$ cat config.mk
export PLATFORM = sky130hd
export DESIGN_NAME = pc_sequencer
export DESIGN_NICKNAME = d
export VERILOG_FILES = /design/src/rtl/pc_sequencer.sv
export SDC_FILE = /design/constraint.sdc
export NUM_CORES = 1
export LEC_CHECK = 0
export CAP_MARGIN = 40
export CORE_MARGIN = 4
export CORE_UTILIZATION = 50
export DETAILED_ROUTE_END_ITERATION = 12
export PLACE_DENSITY = 0.83
export SKIP_LAST_GASP = 1
export SLEW_MARGIN = 25
export SYNTH_ARGS = -nofsm -noshare
export SYNTH_HDL_FRONTEND = slang
export SYNTH_SLANG_ARGS = --single-unit
$ cat constraint.sdc
create_clock -name clk -period 5.7 [get_ports clk]
set_input_delay 1.14 -clock clk [delete_from_list [all_inputs] [get_ports clk]]
set_output_delay 1.14 -clock clk [all_outputs]
set_load 0.02 [all_outputs]
$ cat src/rtl/pc_sequencer.sv
// Program-counter stage: holds the PC, selects the next PC (sequential, relative
// branch or register target), and tracks RUN/HALTED state and retired instructions.
module pc_sequencer #(
  parameter logic [63:0] RESET_VEC = 64'h0,
  parameter int          CNT_W     = 32
) (
  input  logic             clk,
  input  logic             reset,
  input  logic             stall,
  input  logic             halt,
  input  logic             resume,
  input  logic             cond_br,
  input  logic             br_taken,
  input  logic             uncond_br,
  input  logic             br_reg,
  input  logic [18:0]      imm19,
  input  logic [25:0]      imm26,
  input  logic [63:0]      reg_target,
  output logic [63:0]      pc,
  output logic [63:0]      link_addr,
  output logic [1:0]       next_sel,
  output logic             running,
  output logic [CNT_W-1:0] retired
);

  typedef enum logic {
    RUN    = 1'b0,
    HALTED = 1'b1
  } state_t;

  localparam logic [CNT_W-1:0] CNT_ONE = {{(CNT_W-1){1'b0}}, 1'b1};

  state_t           state_q, state_d;
  logic [63:0]      pc_q, pc_d;
  logic [63:0]      next_pc;
  logic [63:0]      off19, off26;
  logic [CNT_W-1:0] retired_q, retired_d;

  // Word offsets: sign-extend and scale by 4 in one concatenation.
  assign off19 = {{43{imm19[18]}}, imm19, 2'b00};
  assign off26 = {{36{imm26[25]}}, imm26, 2'b00};

  assign link_addr = pc_q + 64'd4;

  always_comb begin
    next_sel = 2'd0;
    if (br_reg)                   next_sel = 2'd3;
    else if (uncond_br)           next_sel = 2'd2;
    else if (cond_br && br_taken) next_sel = 2'd1;
  end

  always_comb begin
    next_pc = pc_q + 64'd4;
    case (next_sel)
      2'd1:    next_pc = pc_q + off19;
      2'd2:    next_pc = pc_q + off26;
      2'd3:    next_pc = reg_target;
      default: next_pc = pc_q + 64'd4;
    endcase
  end

  // In RUN, stall beats halt; a halting instruction still retires.
  always_comb begin
    state_d   = state_q;
    pc_d      = pc_q;
    retired_d = retired_q;
    case (state_q)
      RUN: begin
        if (!stall) begin
          pc_d      = next_pc;
          retired_d = retired_q + CNT_ONE;
          if (halt) state_d = HALTED;
        end
      end
      HALTED: begin
        if (resume) state_d = RUN;
      end
      default: state_d = RUN;
    endcase
  end

  always_ff @(posedge clk) begin
    if (!reset) begin
      state_q   <= RUN;
      pc_q      <= RESET_VEC;
      retired_q <= '0;
    end else begin
      state_q   <= state_d;
      pc_q      <= pc_d;
      retired_q <= retired_d;
    end
  end

  assign pc      = pc_q;
  assign running = (state_q == RUN);
  assign retired = retired_q;

endmodule

Word-level counts from Yosys, hierarchy flattened
Index checks and enable logic that the tools add are counted.
{ "word_totals": {"register_bits": 97, "latchBits": 0, "ramBits": 0, "rom_bits": 0, "output_inout_bits": 163, "wordCells": 22, "n_memories": 0} }
{ "op_classes": {"add_sub_neg": 4, "n_mul": 0, "div": 0, "magnitude_cmp": 0, "eq_ne": 3, "shift": 0, "n_mux": 8, "bitwise_logic": 2, "n_reduce_logical": 2} }
{ "op_table": {"columns": ["op", "n"], "rows": [
  ["$pmux W64 S3", 1],
  ["$add A64 B64 Y64", 2],
  ["$add A64 B3 Y64 const B", 1],
  ["$add A32 B1 Y32 const B", 1],
  ["$eq A2 B2 Y1 const B", 2],
  ["$mux W1", 4],
  ["$mux W2", 2],
  ["$eq A2 B1 Y1 const B", 1],
  ["$not A1 Y1", 2],
  ["$pmux W1 S2", 1],
  ["$reduce_and A2 Y1", 1],
  ["$logic_and A1 B1 Y1", 1]
]} }

Depth between registers and ports, before layout
{ "depth": {"word_depth": 6, "ltp_mapped": 20, "depth_no_buf": 17} }

Worst setup path before layout
No wires, ideal clock.
{ "synth_path": {"path_kind": "input -> register", "from": "input port br_reg", "to": "register pc_q[48], in the netlist pc[48]", "t_arrival_ps": 5146, "t_required_ps": 5637, "slack_ps": 491, "path_stages": 20, "n_path_buf": 3, "cell_sequence": "clkbuf_1 > clkinv_1 > clkbuf_1 > nand2_1 > clkbuf_1 > nand2_1 > nand2_1 > ha_1 > inv_1 > fa_1 > nand2b_1 > a211oi_1 > o21ai_0 > o21ai_0 > a31oi_1 > o31a_1 > o21ai_1 > a21boi_0 > or3b_2 > nand3_1"} }
{ "synth_between": {"elab_chain_cells": 3, "elab_cells_between_ends": 5, "cone_classes": "eq/ne (3); mux (2)"} }
{ "synth_rtl": {"columns": ["item", "line_no", "rtl"], "rows": [
  ["start: declaration", "15", "input logic br_reg,"],
  ["$mux W2 (*)", "47", "if (br_reg) next_sel = 2'd3;"],
  ["$eq A2 B2 Y1 / $eq A2 B1 Y1 (equally long branches)", "54", "case (next_sel)"],
  ["$pmux W64 S3 (*)", "54", null],
  ["end signal: assignment", "89", "pc_q <= pc_d;"],
  ["end: declaration", "34", "logic [63:0] pc_q, pc_d;"]
]} }
Mark *: on every way between the ends. The rest lies on a longest branch, timed or not.
A chain may end at the register's enable or synchronous reset.

Worst setup path in the final report
{ "layout_path": {"from": "input port uncond_br", "to": "register pc_q[57], in the netlist pc[57]"} }
{ "layout_between": {"elab_chain_cells": 4, "elab_cells_between_ends": 6, "cone_classes": "eq/ne (3); mux (3)"} }
{ "layout_rtl": {"columns": ["item", "line_no", "rtl"], "rows": [
  ["start: declaration", "14", "input logic uncond_br,"],
  ["$mux W2 (*)", "48", "else if (uncond_br) next_sel = 2'd2;"],
  ["$mux W2 (*)", "47", null],
  ["$eq A2 B2 Y1 / $eq A2 B1 Y1 (equally long branches)", "54", null],
  ["$pmux W64 S3 (*)", "54", null]
]} }
Marks and branches as above.

==> qor_table.md <==
| Parameter | This run | Unit |
|---|---|---|
| Drt initial violations | 925 | - |
| Met2 capacity usage during global routing | 56.7 | % |
| Peak supply drop | 0.000182 | V |
| Hold/Removal Path Class | reg2reg | - |
| Async SR Flop Fraction | 0 | % |
| Max Clk Rate | 189 | MHz |
| Number of enable flip-flop cells after synthesis | 0 | - |
| Horizontal extent of the die | 148 | µm |
| Synthesized net count | 1,583 | - |
| Clock tree root buffer cell | clkbuf_16 | - |
| Antenna violations before repair | 2 | - |
| Worst R2R Setup Slack | 1.95 | ns |
| Sequential fraction of the synthesis area | 19.9 | % |
| Worst-path cell chain | clkdlybuf4s50_1 -> nor2b_2 -> buf_4 -> buf_4 -> nand2_1 -> nand2_1 -> ha_1 -> a21o_1 -> or3_1 -> o2111ai_1 -> o221a_2 -> nor2_1 -> o21bai_1 -> a2111oi_0 -> buf_4 -> o21ai_0 -> or4b_1 -> nor3b_1 | - |
| Destination of the critical timing path | pc[57]$_SDFFE_PN0P_ | - |
| Critical setup path kind | in2reg | - |
| Die Area | 21,900 | µm² |
| Largest stage delay, worst path | 0.53 | ns |
| Y dimension of the die | 148 | µm |
| I/O Pins | 281 | - |
| Vias in the first global route | 11,270 | - |
| FF-to-FF Start | pc[2]$_SDFFE_PN0P_ | - |
| Hold Violations, Final | 0 | - |
| Footprint of the multi-input gates | 7400 | µm² |
| Synth Flop Type | dfxtp_1 | - |
| Post-layout instance area | 13,200 | µm² |
| GR Util met1 | 41.0 | % |
| RSZ-0062 raised after global routing | false | - |
| Largest net degree at the start of global routing | 56 | - |
| LEAKAGE | 5.51 | nW |
| Arrival time worst endpoint | 5.56 | ns |
| Launching instance or port of the critical path | uncond_br | - |
| Global Route Usage Sum | 33.1 | % |
| # H-tree levels | 3 | - |
| CTS tree | built | - |
| Result of the run | completed | - |
| Worst rel slew slack | 51.6 | % |
| Floorplan row count | 50 | - |
| Critical R2R Capture | pc[52]$_SDFFE_PN0P_ | - |
| Final setup vio count | 0 | - |
| Remaining number of nets flagged by the antenna check after routing | 0 | - |
| CTS-repair resized insts | 0 | - |
| Total CTS buffers | 9 | - |
| YS warnings | 0 | - |
| Least setup slack across all paths after layout | 0.407 | ns |
| Leading area contributor after synthesis | dfxtp_1 | - |
| Vias | 11,692 | - |
| Area contributors post-synth | dfxtp_1 (20%), ha_1 (9.5%), nand2_1 (7.4%) | - |
| RD Place Congestion | 1.00 | - |
| Power per Cell Area | 209 | nW/µm² |
| Category of cells accounting for the largest share of critical-path delay | compound AO/OA/AOI/OAI gates | - |
| Max Cap Violations | 0 | - |
| Standard cell with the maximum stage delay on the critical path | clkdlybuf4s50_1 | - |
| Post-CTS setup-driven buffer insertion count | 0 | - |
| DR vias/cell | 6.15 | - |
| DP HPWL | 28,900 | µm |
| Clk sinks | 97 | - |
| Total wirelength of the detailed-routed design | 38,100 | µm |
| Layout cells sized above 1 | 4.27 | % |
| Post-route fraction of the period consumed by the critical path | 92.9 | % |
| Most frequent CP cell | buf_4 | - |
| Number of filler cells placed in the layout | 1,648 | - |
| Min cycle time layout | 5.29 | ns |
| Total cell area at the placement stage | 12,800 | µm² |
| Post-layout power | 0.00275 | W |
| Avg Cell Area, Syn | 7.03 | µm² |
| Post-synthesis instance area | 9780 | µm² |
| DRC violation count after routing | 0 | - |
| Actual transition at the worst max-transition pin | 0.725 | ns |
| Share of the synthesized area in the top cell type | 19.9 | % |
| Cell depth of the worst flop-to-flop path | 14 | - |
| Critical Path End Type | flip-flop | - |
| Placeable core region | 19,000 | µm² |
| Instance count of the mapped netlist | 1,390 | - |
| Worst Clk Skew | 0.0130 | ns |
| Area growth from synthesis to layout | 34.8 | % |
| Number of buffer and inverter instances along the worst setup path | 4 | - |
| Highest-count cells in the layout ignoring fill and taps | clkdlybuf4s50_1 (279), nand2_1 (192), nor2_1 (152) | - |
| Clock transition at the registers of the reported paths | 0.09 | ns |
| Met3 Use GR | 6.56 | % |
| Yosys cell types | 71 | - |
| CP startpoint kind | primary input | - |
| Layer with the highest usage after global routing | met2 | - |
| Wire length of the first global-routing pass | 59,400 | µm |
| Total number of cells along the worst setup path | 18 | - |
| Final net count | 1,828 | - |
| Post-DR wirelength/cell | 20.0 | µm |
| Post-synthesis sequential element count | 97 | - |
| Area occupied by registers | 1940 | µm² |
| Maximum fanout count along the critical path | 16 | - |
| Pins over their slew limit | 0 | - |
| DRT Pass-1 Iters | 5 | - |
| Setup slack at placement | 0.110 | ns |
| Sum of overflow across all layers after global routing | 0 | - |
| Required time of the worst setup path | 5.97 | ns |
| Clk buf depth | 2 | - |
| Number of hold-repair buffers added at the cts stage | 0 | - |
| Port Buffers | 280 | - |
| Starting Density | 51.6 | % |
| Setup TNS | 0 | ns |
| Most common cell after layout, fill and taps aside | clkdlybuf4s50_1 | - |
| Clock latency reported for the late side of the worst-skew pair | 0.37 | ns |
==> power by group <==
group	internal [W]	total, W	switching (W)
clock	0.000314	0.000653	0.000339
sequential	0.000724	0.000819	0.0000952
combinational	0.000557	0.00128	0.000720
==> per-stage QoR <==
stage / hold WS, ns / util (%) / cells
detailed placement: 0.469 / 67.6 / 1882
CTS: 0.480 / 69.2 / 1898
global route: 0.507 / 69.5 / 1902
global placement: 0.460 / 67.6 / 1882
floorplan: 0.544 / - / 1390
finish: 0.482 / 69.5 / 1902
==> how the worst min path moves through the flow <==
stage,slack (ns),end,cells after the start,from
after CTS,0.48,pc[1]$_SDFFE_PN0P_,2,pc[1]$_SDFFE_PN0P_
after global placement,0.46,pc[1]$_SDFFE_PN0P_,2,pc[1]$_SDFFE_PN0P_
after global routing,0.51,pc[1]$_SDFFE_PN0P_,2,pc[1]$_SDFFE_PN0P_
final,0.48,pc[1]$_SDFFE_PN0P_,2,pc[1]$_SDFFE_PN0P_
after floorplan,0.54,pc[34]$_SDFFE_PN0P_,2,pc[34]$_SDFFE_PN0P_
after detailed placement,0.47,pc[1]$_SDFFE_PN0P_,2,pc[1]$_SDFFE_PN0P_
==> logic make-up (layout without fill, tap and decap cells) <==
family | count (synthesis) | count (layout) | synth area share, %
AO/OA/AOI/OAI | 420 | 420 | 27.9
XOR/XNOR | 132 | 132 | 11.8
adder cells (fa/ha/maj) | 75 | 75 | 9.68
buffers and inverters | 118 | 368 | 4.75
flip-flops | 97 | 97 | 19.9
multiplexers | 3 | 3 | 0.307
other | 0 | 2 | 0
AND/OR/NAND/NOR | 545 | 545 | 25.6
==> Yosys cell counts (8+ instances only) <==
| cell | number |
|---|---|
| o21a_1 | 9 |
| clkbuf_1 | 64 |
| ha_1 | 74 |
| or3_1 | 12 |
| a21oi_1 | 140 |
| o21ai_0 | 74 |
| nor2b_1 | 8 |
| o21bai_1 | 20 |
| xor2_1 | 63 |
| o41ai_1 | 9 |
| a211oi_1 | 11 |
| nor3_1 | 23 |
| nand4_1 | 33 |
| xnor2_1 | 69 |
| dfxtp_1 | 97 |
| nand2_1 | 193 |
| a221oi_1 | 16 |
| and3_1 | 25 |
| a31oi_1 | 12 |
| o221ai_1 | 16 |
| nor2_1 | 155 |
| and2_1 | 11 |
| inv_1 | 44 |
| a21o_1 | 45 |
| nand3_1 | 52 |
==> layout make-up <==
type                    count  area share, %
flip-flops and latches     97           14.7
inverters                  45           1.28
multi-input cells        1175           56.1
clock inverters             7          0.617
repair buffers            307           23.0
clock buffers               9           1.71
diodes                      2         0.0380
well taps                 260           2.47
==> sequential cells by signal, indices dropped and copies added (netlist names) <==
name,cells
state_q,1
retired,32
pc,64
==> metal layers <==
metal  share of wire (%)  vias to the layer above
met4                 3.6                        0
li1                    -                     5484
met5                   0                        -
met2                  48                      634
met1                  40                     5479
met3                 8.9                       95
==> worst register-to-register path, stage by stage (launching register included) <==
cell      delay, ns
dfxtp_1        0.48
ha_1           0.25
inv_1          0.06
fa_1           0.37
nand2b_1       0.18
a211oi_1       0.33
o21ai_0        0.20
o21ai_0        0.21
a31oi_1        0.28
o31a_1         0.44
o21ai_1        0.21
buf_4          0.16
a31o_2         0.18
xnor2_1        0.07
a221oi_1       0.23
No activity file was read; power rests on OpenSTA's default activity.
